File: src/rtl/peripheral_bus_hub_pkg.sv
// peripheral_bus_hub_pkg: shared FSM/source encodings and the address window compare used by the bus hub
package peripheral_bus_hub_pkg;
  typedef enum logic [1:0] {IDLE, WAIT, DONE} pbh_state_t;
  typedef enum logic [1:0] {SRC_NONE, SRC_INTA, SRC_DMA, SRC_SLOT} pbh_src_t;
  function automatic logic pbh_window_hit(input logic [31:0] addr, input logic [31:0] base, input logic [31:0] mask);
    return ((addr ^ base) & mask) == '0;
  endfunction
endpackage

File: src/rtl/peripheral_bus_hub_if.sv
// peripheral_bus_hub_if: CPU/DMA side strobes, slave read-back lines and hub outputs; master = bus owner, slave = hub
interface peripheral_bus_hub_if #(
  parameter int N_SLOTS = 8,
  parameter int ADDR_W  = 20,
  parameter int DATA_W  = 8
) ();
  logic [ADDR_W-1:0]         address;
  logic                      io_read_n;
  logic                      io_write_n;
  logic                      memory_read_n;
  logic                      memory_write_n;
  logic                      address_enable_n;
  logic                      interrupt_acknowledge_n;
  logic                      dma_ack;
  logic [DATA_W-1:0]         inta_data_in;
  logic [DATA_W-1:0]         dma_data_in;
  logic [N_SLOTS*DATA_W-1:0] slot_data_in;
  logic [N_SLOTS-1:0]        slot_ready;
  logic [N_SLOTS-1:0]        slot_chip_select_n;
  logic [DATA_W-1:0]         data_bus_out;
  logic                      data_bus_out_from_chipset;
  logic                      io_channel_ready;
  logic                      bus_error;
  modport master (
    output address, io_read_n, io_write_n, memory_read_n, memory_write_n, address_enable_n,
           interrupt_acknowledge_n, dma_ack, inta_data_in, dma_data_in, slot_data_in, slot_ready,
    input  slot_chip_select_n, data_bus_out, data_bus_out_from_chipset, io_channel_ready, bus_error
  );
  modport slave (
    input  address, io_read_n, io_write_n, memory_read_n, memory_write_n, address_enable_n,
           interrupt_acknowledge_n, dma_ack, inta_data_in, dma_data_in, slot_data_in, slot_ready,
    output slot_chip_select_n, data_bus_out, data_bus_out_from_chipset, io_channel_ready, bus_error
  );
endinterface

File: src/rtl/peripheral_bus_hub_slot_decoder.sv
// pbh_slot_decoder: combinational window match over all slots, lowest matching index wins
module pbh_slot_decoder
  import peripheral_bus_hub_pkg::*;
#(
  parameter int                       N_SLOTS     = 8,
  parameter int                       ADDR_W      = 20,
  parameter int                       IDX_W       = 3,
  parameter logic [N_SLOTS*ADDR_W-1:0] SLOT_BASE  = '0,
  parameter logic [N_SLOTS*ADDR_W-1:0] SLOT_MASK  = '0,
  parameter logic [N_SLOTS-1:0]        SLOT_IS_MEM = '0
) (
  input  logic [ADDR_W-1:0] address,
  input  logic              io_en,
  input  logic              mem_en,
  output logic              hit,
  output logic [IDX_W-1:0]  idx
);
  // scan from the top so the lowest matching slot is the last one written
  always_comb begin
    hit = 1'b0;
    idx = '0;
    for (int i = N_SLOTS - 1; i >= 0; i--)
      if ((SLOT_IS_MEM[i] ? mem_en : io_en) &&
          pbh_window_hit(32'(address), 32'(SLOT_BASE[i*ADDR_W +: ADDR_W]), 32'(SLOT_MASK[i*ADDR_W +: ADDR_W]))) begin
        hit = 1'b1;
        idx = IDX_W'(i);
      end
  end
endmodule

File: src/rtl/peripheral_bus_hub.sv
// peripheral_bus_hub: chip-select decode, wait-state insertion and registered read-back; PBH_TIMEOUT_EN adds a ready timeout with bus_error
module peripheral_bus_hub
  import peripheral_bus_hub_pkg::*;
#(
  parameter int                        N_SLOTS     = 8,
  parameter int                        ADDR_W      = 20,
  parameter int                        DATA_W      = 8,
  parameter int                        WAIT_W      = 3,
  parameter logic [N_SLOTS*ADDR_W-1:0] SLOT_BASE   = '0,
  parameter logic [N_SLOTS*ADDR_W-1:0] SLOT_MASK   = '0,
  parameter logic [N_SLOTS-1:0]        SLOT_IS_MEM = '0,
  parameter logic [N_SLOTS*WAIT_W-1:0] SLOT_WAIT   = '0,
  parameter int                        TIMEOUT_CYC = 255
) (
  input logic                 clock,
  input logic                 reset,
  peripheral_bus_hub_if.slave bus
);
  localparam int IDX_W = N_SLOTS > 1 ? $clog2(N_SLOTS) : 1;
  logic io_strb, mem_strb, strb, rd, hit, cur_rdy;
  logic [IDX_W-1:0] hit_idx, idx_q, cur_idx;
  logic [WAIT_W-1:0] wcnt, nwcnt, load_w;
  logic [DATA_W-1:0] sel_data, dout;
  logic [N_SLOTS-1:0] cs_n;
  logic from_cs, rdy, berr;
  pbh_src_t nsrc, src_q, cur_src;
  pbh_state_t state;
`ifdef PBH_TIMEOUT_EN
  localparam int TC_W = TIMEOUT_CYC > 1 ? $clog2(TIMEOUT_CYC) : 1;
  logic [TC_W-1:0] tcnt;
`endif

  assign io_strb  = ~bus.io_read_n | ~bus.io_write_n;
  assign mem_strb = ~bus.memory_read_n | ~bus.memory_write_n;
  assign strb     = io_strb | mem_strb | ~bus.interrupt_acknowledge_n;
  assign rd       = ~bus.io_read_n | ~bus.memory_read_n | ~bus.interrupt_acknowledge_n;

  pbh_slot_decoder #(
    .N_SLOTS(N_SLOTS), .ADDR_W(ADDR_W), .IDX_W(IDX_W),
    .SLOT_BASE(SLOT_BASE), .SLOT_MASK(SLOT_MASK), .SLOT_IS_MEM(SLOT_IS_MEM)
  ) u_dec (
    .address(bus.address),
    .io_en(io_strb & ~bus.address_enable_n),
    .mem_en(mem_strb),
    .hit(hit),
    .idx(hit_idx)
  );

  // in IDLE the live decode is used, afterwards the source latched at cycle start
  always_comb begin
    nsrc     = ~bus.interrupt_acknowledge_n ? SRC_INTA :
               (bus.dma_ack & ~bus.io_read_n) ? SRC_DMA : hit ? SRC_SLOT : SRC_NONE;
    cur_src  = state == IDLE ? nsrc : src_q;
    cur_idx  = state == IDLE ? hit_idx : idx_q;
    load_w   = nsrc == SRC_SLOT ? SLOT_WAIT[hit_idx*WAIT_W +: WAIT_W] : '0;
    nwcnt    = wcnt == '0 ? '0 : wcnt - WAIT_W'(1);
    cur_rdy  = cur_src != SRC_SLOT || bus.slot_ready[cur_idx];
    sel_data = cur_src == SRC_INTA ? bus.inta_data_in :
               cur_src == SRC_DMA  ? bus.dma_data_in  :
               cur_src == SRC_SLOT ? bus.slot_data_in[cur_idx*DATA_W +: DATA_W] : '0;
  end

  // bus cycle FSM with registered chip selects, ready and read-back data
  always_ff @(posedge clock or posedge reset) begin
    if (reset) begin
      state   <= IDLE;
      src_q   <= SRC_NONE;
      idx_q   <= '0;
      wcnt    <= '0;
      cs_n    <= '1;
      dout    <= '0;
      from_cs <= 1'b0;
      rdy     <= 1'b1;
      berr    <= 1'b0;
`ifdef PBH_TIMEOUT_EN
      tcnt    <= '0;
`endif
    end else begin
      berr <= 1'b0;
      case (state)
        IDLE: if (strb) begin
          src_q <= nsrc;
          idx_q <= hit_idx;
          wcnt  <= load_w;
          cs_n  <= nsrc == SRC_SLOT ? ~(N_SLOTS'(1) << hit_idx) : '1;
`ifdef PBH_TIMEOUT_EN
          tcnt  <= '0;
`endif
          if (load_w == '0 && cur_rdy) begin
            state   <= DONE;
            from_cs <= rd && nsrc != SRC_NONE;
            if (rd && nsrc != SRC_NONE) dout <= sel_data;
          end else begin
            state <= WAIT;
            rdy   <= 1'b0;
          end
        end
        WAIT: if (!strb) begin
          state <= IDLE;
          cs_n  <= '1;
          rdy   <= 1'b1;
        end else begin
          wcnt <= nwcnt;
          if (nwcnt == '0 && cur_rdy) begin
            state   <= DONE;
            rdy     <= 1'b1;
            from_cs <= rd;
            if (rd) dout <= sel_data;
          end
`ifdef PBH_TIMEOUT_EN
          else if (nwcnt == '0) begin
            tcnt <= tcnt + TC_W'(1);
            if (tcnt == TC_W'(TIMEOUT_CYC - 1)) begin
              state   <= DONE;
              rdy     <= 1'b1;
              from_cs <= rd;
              dout    <= '1;
              berr    <= 1'b1;
            end
          end
`endif
        end
        DONE: if (!strb) begin
          state   <= IDLE;
          cs_n    <= '1;
          from_cs <= 1'b0;
        end
        default: state <= IDLE;
      endcase
    end
  end

  assign bus.slot_chip_select_n        = cs_n;
  assign bus.data_bus_out              = dout;
  assign bus.data_bus_out_from_chipset = from_cs;
  assign bus.io_channel_ready          = rdy;
  assign bus.bus_error                 = berr;
endmodule

File: src/flat_wrapper.sv
// flat-port wrapper written by rule: the top's interface ports become plain ports
module peripheral_bus_hub_flat import peripheral_bus_hub_pkg::*;
#(
  parameter int                        N_SLOTS     = 8,
  parameter int                        ADDR_W      = 20,
  parameter int                        DATA_W      = 8,
  parameter int                        WAIT_W      = 3,
  parameter logic [N_SLOTS*ADDR_W-1:0] SLOT_BASE   = '0,
  parameter logic [N_SLOTS*ADDR_W-1:0] SLOT_MASK   = '0,
  parameter logic [N_SLOTS-1:0]        SLOT_IS_MEM = '0,
  parameter logic [N_SLOTS*WAIT_W-1:0] SLOT_WAIT   = '0,
  parameter int                        TIMEOUT_CYC = 255
)
  (clock, reset, bus_address, bus_io_read_n, bus_io_write_n, bus_memory_read_n, bus_memory_write_n, bus_address_enable_n, bus_interrupt_acknowledge_n, bus_dma_ack, bus_inta_data_in, bus_dma_data_in, bus_slot_data_in, bus_slot_ready, bus_slot_chip_select_n, bus_data_bus_out, bus_data_bus_out_from_chipset, bus_io_channel_ready, bus_bus_error);
  peripheral_bus_hub_if #(.N_SLOTS(N_SLOTS), .ADDR_W(ADDR_W), .DATA_W(DATA_W)) bus_i ();
  input logic clock;
  input logic reset;
  input wire logic [$bits(bus_i.address)-1:0] bus_address;
  input wire logic [$bits(bus_i.io_read_n)-1:0] bus_io_read_n;
  input wire logic [$bits(bus_i.io_write_n)-1:0] bus_io_write_n;
  input wire logic [$bits(bus_i.memory_read_n)-1:0] bus_memory_read_n;
  input wire logic [$bits(bus_i.memory_write_n)-1:0] bus_memory_write_n;
  input wire logic [$bits(bus_i.address_enable_n)-1:0] bus_address_enable_n;
  input wire logic [$bits(bus_i.interrupt_acknowledge_n)-1:0] bus_interrupt_acknowledge_n;
  input wire logic [$bits(bus_i.dma_ack)-1:0] bus_dma_ack;
  input wire logic [$bits(bus_i.inta_data_in)-1:0] bus_inta_data_in;
  input wire logic [$bits(bus_i.dma_data_in)-1:0] bus_dma_data_in;
  input wire logic [$bits(bus_i.slot_data_in)-1:0] bus_slot_data_in;
  input wire logic [$bits(bus_i.slot_ready)-1:0] bus_slot_ready;
  output wire logic [$bits(bus_i.slot_chip_select_n)-1:0] bus_slot_chip_select_n;
  output wire logic [$bits(bus_i.data_bus_out)-1:0] bus_data_bus_out;
  output wire logic [$bits(bus_i.data_bus_out_from_chipset)-1:0] bus_data_bus_out_from_chipset;
  output wire logic [$bits(bus_i.io_channel_ready)-1:0] bus_io_channel_ready;
  output wire logic [$bits(bus_i.bus_error)-1:0] bus_bus_error;
  assign bus_i.address = bus_address;
  assign bus_i.io_read_n = bus_io_read_n;
  assign bus_i.io_write_n = bus_io_write_n;
  assign bus_i.memory_read_n = bus_memory_read_n;
  assign bus_i.memory_write_n = bus_memory_write_n;
  assign bus_i.address_enable_n = bus_address_enable_n;
  assign bus_i.interrupt_acknowledge_n = bus_interrupt_acknowledge_n;
  assign bus_i.dma_ack = bus_dma_ack;
  assign bus_i.inta_data_in = bus_inta_data_in;
  assign bus_i.dma_data_in = bus_dma_data_in;
  assign bus_i.slot_data_in = bus_slot_data_in;
  assign bus_i.slot_ready = bus_slot_ready;
  assign bus_slot_chip_select_n = bus_i.slot_chip_select_n;
  assign bus_data_bus_out = bus_i.data_bus_out;
  assign bus_data_bus_out_from_chipset = bus_i.data_bus_out_from_chipset;
  assign bus_io_channel_ready = bus_i.io_channel_ready;
  assign bus_bus_error = bus_i.bus_error;
  peripheral_bus_hub #(.N_SLOTS(N_SLOTS), .ADDR_W(ADDR_W), .DATA_W(DATA_W), .WAIT_W(WAIT_W), .SLOT_BASE(SLOT_BASE), .SLOT_MASK(SLOT_MASK), .SLOT_IS_MEM(SLOT_IS_MEM), .SLOT_WAIT(SLOT_WAIT), .TIMEOUT_CYC(TIMEOUT_CYC)) u_core (.clock(clock), .reset(reset), .bus(bus_i));
endmodule
File: config.mk
export PLATFORM = sky130hd
export DESIGN_NAME = peripheral_bus_hub_flat
export DESIGN_NICKNAME = d
export VERILOG_FILES = /design/src/rtl/peripheral_bus_hub_pkg.sv /design/src/rtl/peripheral_bus_hub_if.sv /design/src/rtl/peripheral_bus_hub_slot_decoder.sv /design/src/rtl/peripheral_bus_hub.sv /design/src/flat_wrapper.sv
export SDC_FILE = /design/constraint.sdc
export NUM_CORES = 1
export LEC_CHECK = 0
export CELL_PAD_IN_SITES_DETAIL_PLACEMENT = 0
export CELL_PAD_IN_SITES_GLOBAL_PLACEMENT = 2
export CORE_UTILIZATION = 24
export CTS_BUF_LIST = sky130_fd_sc_hd__clkbuf_2
export CTS_CLUSTER_SIZE = 30
export DETAILED_ROUTE_END_ITERATION = 10
export PLACE_DENSITY = 0.93
export SYNTH_ARGS = -nofsm -noshare
export SYNTH_HDL_FRONTEND = slang
export SYNTH_HIERARCHICAL = 1
export SYNTH_SLANG_ARGS = --single-unit
File: constraint.sdc
create_clock -name clock -period 5.6 [get_ports clock]
set_clock_uncertainty 0.1 [all_clocks]
set_input_delay 1.12 -clock clock [delete_from_list [all_inputs] [get_ports clock]]
set_output_delay 1.12 -clock clock [all_outputs]
set_load 0.02 [all_outputs]
==> metrics.txt, run 1 <==
status finished clean; post-cts resize count 0; final hold violation count 0; VDD IR-drop max 189 uV; unrepaired setup endpoints after global routing no; Worst Reg-to-Reg Cells 10; final setup vio count 0; Fillers 1188; final setup margin 1.81 ns; placed cells 589; Critical Path Fanout Max 8; number of synthesized flops with an enable pin 0; CTS Sinks 28; Synth top area share 0.170; full die area 12100 um2; FFs w/ async S/R, synth 1.00; area leader, netlist dfrtp_1; hold_ws 0.418 ns; router iterations before antenna repair 5; Port Buffer Count 114; crit path cell chain clkdlybuf4s50_1 -> a21oi_1 -> inv_1 -> a21oi_1 -> o221ai_1 -> a2111o_1 -> and2_4 -> o21ai_4 -> mux2_4; GR Util All Layers 0.156; Core Box Area 11400 um2; main area contributors after synthesis dfrtp_1, dfstp_2, nor2_1, o21ai_0, mux2i_1; CTS Buf Count 3; CTS H-tree lvls 1; placed cell area 3970 um2; slew margin rel. 0.273; Routed WL 9.30 mm; Final Power 1.68 mW; Int Pwr 839 uW; power per cell area 421 nW/um2; hold depth 2; max_cap viols 0; largest net degree at the start of global routing 39; DR vias 3019; DR iter-0 viols 256; Critical Path End Type register; gpl congestion 0.781; post-synthesis sequential area ratio 0.255; worst slack, placed 1.42 ns; Syn-to-layout area delta 42.9%; Lkg Pwr 1.54 nW; layout cells sized above 1 0.0911; Period Utilization, post-route 0.676; WP buf/inv 2; Post-synth top flop dfrtp_1; hold_buf cts 0; Final Slew Violations 0; Top delay family on crit path compound AO/OA/AOI/OAI gates; initial antenna violation count 0; first-pass GRT wire length 14.5 mm; # IOs 136; Final Cell Area 3990 um2; starting density of the core 0.246; crit path launch type input port; Switching Share 0.500; Routed Antenna Nets 0; Critical Path Stages 9; Arr. time, crit path 3.97 ns; clock slew at reported path FFs 0.25 ns; grt total ovfl 0; Clock Root Buffer clkbuf_2; # nets final 572; Final HPWL DP 7.12 mm; Syn Area/Cell 7.84 um2; DR vias/cell 5.08; CP Data Required Time 5.78 ns; Slowest-stage cell, CP clkdlybuf4s50_1; WL/cell 15.7 um; number of cell rows 39; Skew-Pair Late Insertion Delay 0.35 ns; Comb power frac 0.741; Tmin final 3.79 ns; Chip Height 110 um; Synth cell types 58; Critical Path Max Stage Delay 0.46 ns; Synth Register Bits 28; Clock Path Buffers 2; DRC violations left 0; kind of critical path in2reg; Setup Buffers After CTS 0; CTS tree yes; Synth Instances 356; Final Non-Filler Cells 594; hold crit path type reg2reg; Core Util, Final 0.351; Total Neg Setup Slack 0 ns; share of power burned in registers 0.214; Ys Warns 6; die extent in x 110 um; Max Fclk 0.264 GHz; Post-Syn Area 2790 um2; P_sw 838 uW; Slew @ Worst Pin 1.09 ns; vias in the first global route 2874; Critical Path Most Common Cell a21oi_1; Clock power frac 0.046
[state kept, by name, summed over array words and instances (netlist names)]
register	count
u_core/idx_q	3
u_core/bus.io_channel_ready	1
u_core/state	2
u_core/src_q	2
u_core/bus.data_bus_out	8
u_core/bus.slot_chip_select_n	8
u_core/wcnt	3
u_core/bus.data_bus_out_from_chipset	1
[placed cells by master (no fill, tap or decap), types with 4 or more instances in the layout]
master	count
nor2_1	50
inv_1	11
a211oi_1	10
a21oi_1	23
a22oi_1	5
clkdlybuf4s50_1	114
mux2i_1	12
o211ai_1	10
clkbuf_2	4
o21ai_0	35
o31ai_1	5
a22o_1	5
o32ai_1	4
nand2_1	22
dfrtp_1	19
a31oi_1	7
ha_1	4
mux2_4	5
mux2_2	5
a221oi_1	8
dfstp_2	9
conb_1	4
nor2b_1	9
nand2b_1	9
nor3_1	14
[area by class of cell]
type                       count  area [um2]  share of cell area
multi-input combinational    289        1870               0.468
timing repair buffer         117        1160               0.292
sequential                    28         712               0.179
tap                          143         179              0.0449
inverter                      12        45.0              0.0113
clock buffer                   4        20.0             0.00502
antenna                        1        2.50            0.000628
[cells in the mapped netlist, drive strengths merged (2+ instances only)]
library cell	instances
mux2	10
ha	4
dfstp	9
clkbuf	15
a211oi	10
o21a	3
mux2i	14
nor3	14
a22oi	5
buf	14
inv	11
and2b	6
a21oi	23
o32ai	4
o21ai	37
a31oi	7
a22o	5
o22ai	3
and2	2
a41oi	2
o31ai	5
or3	2
nand3	2
o31a	2
dfrtp	19
nand2b	10
o22a	2
nand2	23
a221oi	8
o211ai	10
conb	2
nor2	50
o221ai	3
nor2b	9
a21o	2
[worst paths after layout]
check                                            startpoint                                to  slack, ns
setup / recovery                              bus_io_read_n        u_core/bus.data_bus_out[6]       1.81
hold / removal             u_core/bus.slot_chip_select_n[5]  u_core/bus.slot_chip_select_n[5]       0.42
setup reg to reg                            u_core/state[1]        u_core/bus.data_bus_out[6]       2.10
hold reg to reg            u_core/bus.slot_chip_select_n[5]  u_core/bus.slot_chip_select_n[5]       0.42
max in group asynchronous                             reset                   u_core/src_q[0]       3.56
min in group asynchronous                             reset                    u_core/wcnt[0]       1.20
[power by group through the flow]
| stage | clock (mW) | combinational, mW | sequential [mW] |
|---|---|---|---|
| 2_1_floorplan | 0 | 0.913 | 0.356 |
| 3_3_place_gp | 0 | 1.22 | 0.360 |
| 3_5_place_dp | 0 | 1.24 | 0.361 |
| 4_1_cts | 0.0831 | 1.24 | 0.359 |
| 5_1_grt | 0.0942 | 1.37 | 0.371 |
| 6_report | 0.0768 | 1.24 | 0.358 |
[cell families after synthesis]
kind of cell | share of synthesized area
AND/OR/NAND/NOR | 0.210
flip-flops | 0.255
adder cells (fa/ha/maj) | 0.0179
multiplexers | 0.0986
buffers and inverters | 0.0807
other | 0.00269
AO/OA/AOI/OAI | 0.335
[worst register-to-register path, delay by kind of cell, from the launching register on]
family | cells | cell delay, ns
buffers and inverters | 2 | 0.55
DFF | 1 | 0.47
adders and majority gates | 1 | 0.33
and+or+nand+nor | 2 | 0.27
muxes | 2 | 0.76
AOI/OAI and AO/OA | 3 | 0.94
[layer usage]
metal  GRT usage  up-vias  part of all wire
met5           0        -                 0
met4      0.0143        0                 0
met3      0.0427        0             0.074
met2       0.274       91              0.50
met1       0.195     1431              0.42
li1            -     1497                 -
Power figures use the tool's default switching activity.
==> run 2: changes to the inputs <==
--- a/config.mk
+++ b/config.mk
@@ -7,11 +7,11 @@
 export LEC_CHECK = 0
 export CELL_PAD_IN_SITES_DETAIL_PLACEMENT = 0
 export CELL_PAD_IN_SITES_GLOBAL_PLACEMENT = 2
-export CORE_UTILIZATION = 24
+export CORE_UTILIZATION = 22
 export CTS_BUF_LIST = sky130_fd_sc_hd__clkbuf_2
 export CTS_CLUSTER_SIZE = 30
 export DETAILED_ROUTE_END_ITERATION = 10
-export PLACE_DENSITY = 0.93
+export PLACE_DENSITY = 0.87
 export SYNTH_ARGS = -nofsm -noshare
 export SYNTH_HDL_FRONTEND = slang
 export SYNTH_HIERARCHICAL = 1
==> constraint.sdc (replaced) <==
create_clock -name clock -period 3.6 [get_ports clock]
set_clock_uncertainty 0.1 [all_clocks]
set_input_delay 0.72 -clock clock [delete_from_list [all_inputs] [get_ports clock]]
set_output_delay 0.72 -clock clock [all_outputs]
set_load 0.02 [all_outputs]
==> run 2 against run 1 <==
Via count is 2.8% higher. Power grew 66%. Critical path depth rose by 2. Die area rose by 8.9%. Wire length up 4.4%. Setup slack worse by 1.4 ns. Register-to-register slack got worse by 1.7 ns. Combinational power increased by 68%.
==> metrics.txt, run 2 (synthesized netlist as in run 1, its figures left out) <==
hold crit path type reg2reg (unchanged); grt total ovfl 0 (unchanged); vias in the first global route 3090 (was 2874); CTS H-tree lvls 1 (unchanged); slew margin rel. 0.340 (was 0.273); Critical Path Fanout Max 17 (was 8); hold_ws 0.424 ns (was 0.418 ns); full die area 13100 um2 (was 12100 um2); clock slew at reported path FFs 0.27 ns (was 0.25 ns); min-delay src u_core/bus.slot_chip_select_n[5] (unchanged); Routed WL 9.71 mm (was 9.30 mm); Port Buffer Count 114 (unchanged); Setup Buffers After CTS 0 (unchanged); commonest non-fill, non-tap cells in the layout clkdlybuf4s50_1, nor2_1, o21ai_0 (unchanged); CTS Buf Count 3 (unchanged); Chip Height 115 um (was 110 um); Slew @ Worst Pin 0.984 ns (was 1.09 ns); final hold violation count 0 (unchanged); Lkg Pwr 1.60 nW (was 1.54 nW); Clock power frac 0.070 (was 0.046); Worst Reg-to-Reg Cells 11 (was 10); kind of critical path reg2reg (was in2reg); GR Util All Layers 0.149 (was 0.156); Core Box Area 12200 um2 (was 11400 um2); P_sw 1.34 mW (was 838 uW); max_cap viols 0 (unchanged); Tmin final 3.24 ns; Int Pwr 1.44 mW (was 839 uW); FF-to-FF setup slack 0.36 ns (was 2.10 ns); Routed Antenna Nets 0 (unchanged); initial antenna violation count 0 (unchanged); Syn-to-layout area delta 47.8% (was 42.9%); CTS tree yes (unchanged); hold_buf cts 0 (unchanged); crit path launch type register (was input port); Arr. time, crit path 3.46 ns (was 3.97 ns); share of power burned in registers 0.181 (was 0.214); die extent in x 115 um (was 110 um); Skew-Pair Late Insertion Delay 0.37 ns (was 0.35 ns); Final HPWL DP 7.53 mm (was 7.12 mm); final setup vio count 0 (unchanged); starting density of the core 0.229 (was 0.246); Final Slew Violations 0 (unchanged); commonest non-fill, non-tap cell in the layout clkdlybuf4s50_1 (unchanged); unrepaired setup endpoints after global routing no (unchanged); status finished clean (unchanged); DRC violations left 0 (unchanged); largest net degree at the start of global routing 31 (was 39); CTS Sinks 28 (unchanged); Critical Path End Type register (unchanged); Period Utilization, post-route 0.899; hold depth 2 (unchanged); # nets final 583 (was 572); Comb power frac 0.749 (was 0.741); Total Neg Setup Slack 0 ns (unchanged); Switching Share 0.483 (was 0.500); reg2reg end u_core/bus.data_bus_out[0] (was u_core/bus.data_bus_out[6]); VDD IR-drop max 253 uV (was 189 uV); number of cell rows 40 (was 39); Worst Hold End u_core/bus.slot_chip_select_n[5] (unchanged); Fillers 1332 (was 1188); post-cts resize count 0 (unchanged); router iterations before antenna repair 4 (was 5); DR vias/cell 4.93 (was 5.08); Max Fclk 0.309 GHz; DR iter-0 viols 183 (was 256); DR vias 3104 (was 3019); power per cell area 674 nW/um2 (was 421 nW/um2); Clock Path Buffers 2 (unchanged); layout cells sized above 1 0.113 (was 0.0911); worst reg2reg startpoint u_core/state[0] (was u_core/state[1]); # IOs 136 (unchanged); gpl congestion 0.774 (was 0.781); WL/cell 15.4 um (was 15.7 um); Clock Root Buffer clkbuf_2 (unchanged); first-pass GRT wire length 15.5 mm (was 14.5 mm); CP Data Required Time 3.83 ns (was 5.78 ns)
[run 2: changes by cell type in the layout (fill, tap and decap cells not counted)]
cell and delta:
buf_4 +11, bufinv_16 +1, clkbuf_2 -1
[run 2: metal layers]
metal  global-route usage  part of all wire  up-vias
met4               0.0147            0.0073        0
met1                0.183              0.43     1474
met5                    0                 0        -
met3               0.0450             0.079        6
met2                0.265              0.48      106
li1                     -                 -     1518
[run 2: layout make-up]
class	instances	area (um2)	share of cell area
diodes	1	2.50	0.000606
clock buffers	3	15.0	0.00364
clock inverters	1	30.0	0.00728
inverters	12	45.0	0.0109
multi-input cells	289	1870	0.452
flip-flops and latches	28	712	0.173
well taps	168	210	0.0509
repair buffers	128	1250	0.302
[run 2: how the worst max path moves through the flow]
| stage | from | end | slack [ns] | cells past startpoint |
|---|---|---|---|---|
| floorplan | bus_io_write_n | u_core/bus.data_bus_out[2] | 0.86 | 9 |
| global placement | bus_io_read_n | u_core/bus.data_bus_out[6] | 0.17 | 9 |
| detailed placement | bus_io_read_n | u_core/bus.data_bus_out[7] | 0.08 | 10 |
| CTS | u_core/state[0] | u_core/bus.data_bus_out[7] | 0.37 | 11 |
| global route | u_core/state[1] | u_core/bus.data_bus_out[3] | 0.23 | 11 |
| finish | u_core/state[0] | u_core/bus.data_bus_out[0] | 0.36 | 11 |
[run 2: through the flow]
stage | worst slack (ns) | util | std cells | instance area [um2] | power (mW)
6_report | 0.364 | 0.338 | 630 | 4130 | 2.78
3_3_place_gp | 0.166 | 0.334 | 625 | 4080 | 2.55
3_5_place_dp | 0.0829 | 0.334 | 625 | 4080 | 2.59
5_1_grt | 0.227 | 0.338 | 629 | 4120 | 3.02
2_1_floorplan | 0.856 | - | 358 | 2800 | 1.97
4_1_cts | 0.369 | 0.338 | 629 | 4120 | 2.79
[run 2: critical path, cell delays in order (launching register included)]
cell and delay [ns]:
dfrtp_1 0.46, inv_1 0.09, ha_1 0.36, buf_4 0.28, nand2b_4 0.17, o22ai_2 0.23, o22ai_2 0.13, a2111o_1 0.49
and2_4 0.18, o21ai_4 0.30, buf_4 0.20, mux2i_1 0.19
[run 2: power groups by stage]
stage,clock [mW],sequential [mW],combinational [mW]
2_1_floorplan,0,0.553,1.42
3_3_place_gp,0,0.506,2.04
5_1_grt,0.214,0.519,2.29
3_5_place_dp,0,0.510,2.08
4_1_cts,0.200,0.507,2.09
6_report,0.194,0.504,2.08
==> run 3: changes to the inputs <==
--- a/config.mk
+++ b/config.mk
@@ -5,6 +5,7 @@
 export SDC_FILE = /design/constraint.sdc
 export NUM_CORES = 1
 export LEC_CHECK = 0
+export CAP_MARGIN = 15
 export CELL_PAD_IN_SITES_DETAIL_PLACEMENT = 0
 export CELL_PAD_IN_SITES_GLOBAL_PLACEMENT = 2
 export CORE_UTILIZATION = 22
==> results of run 3 <==
Same layout as run 2: the final DEF is identical, and so are final timing and power.
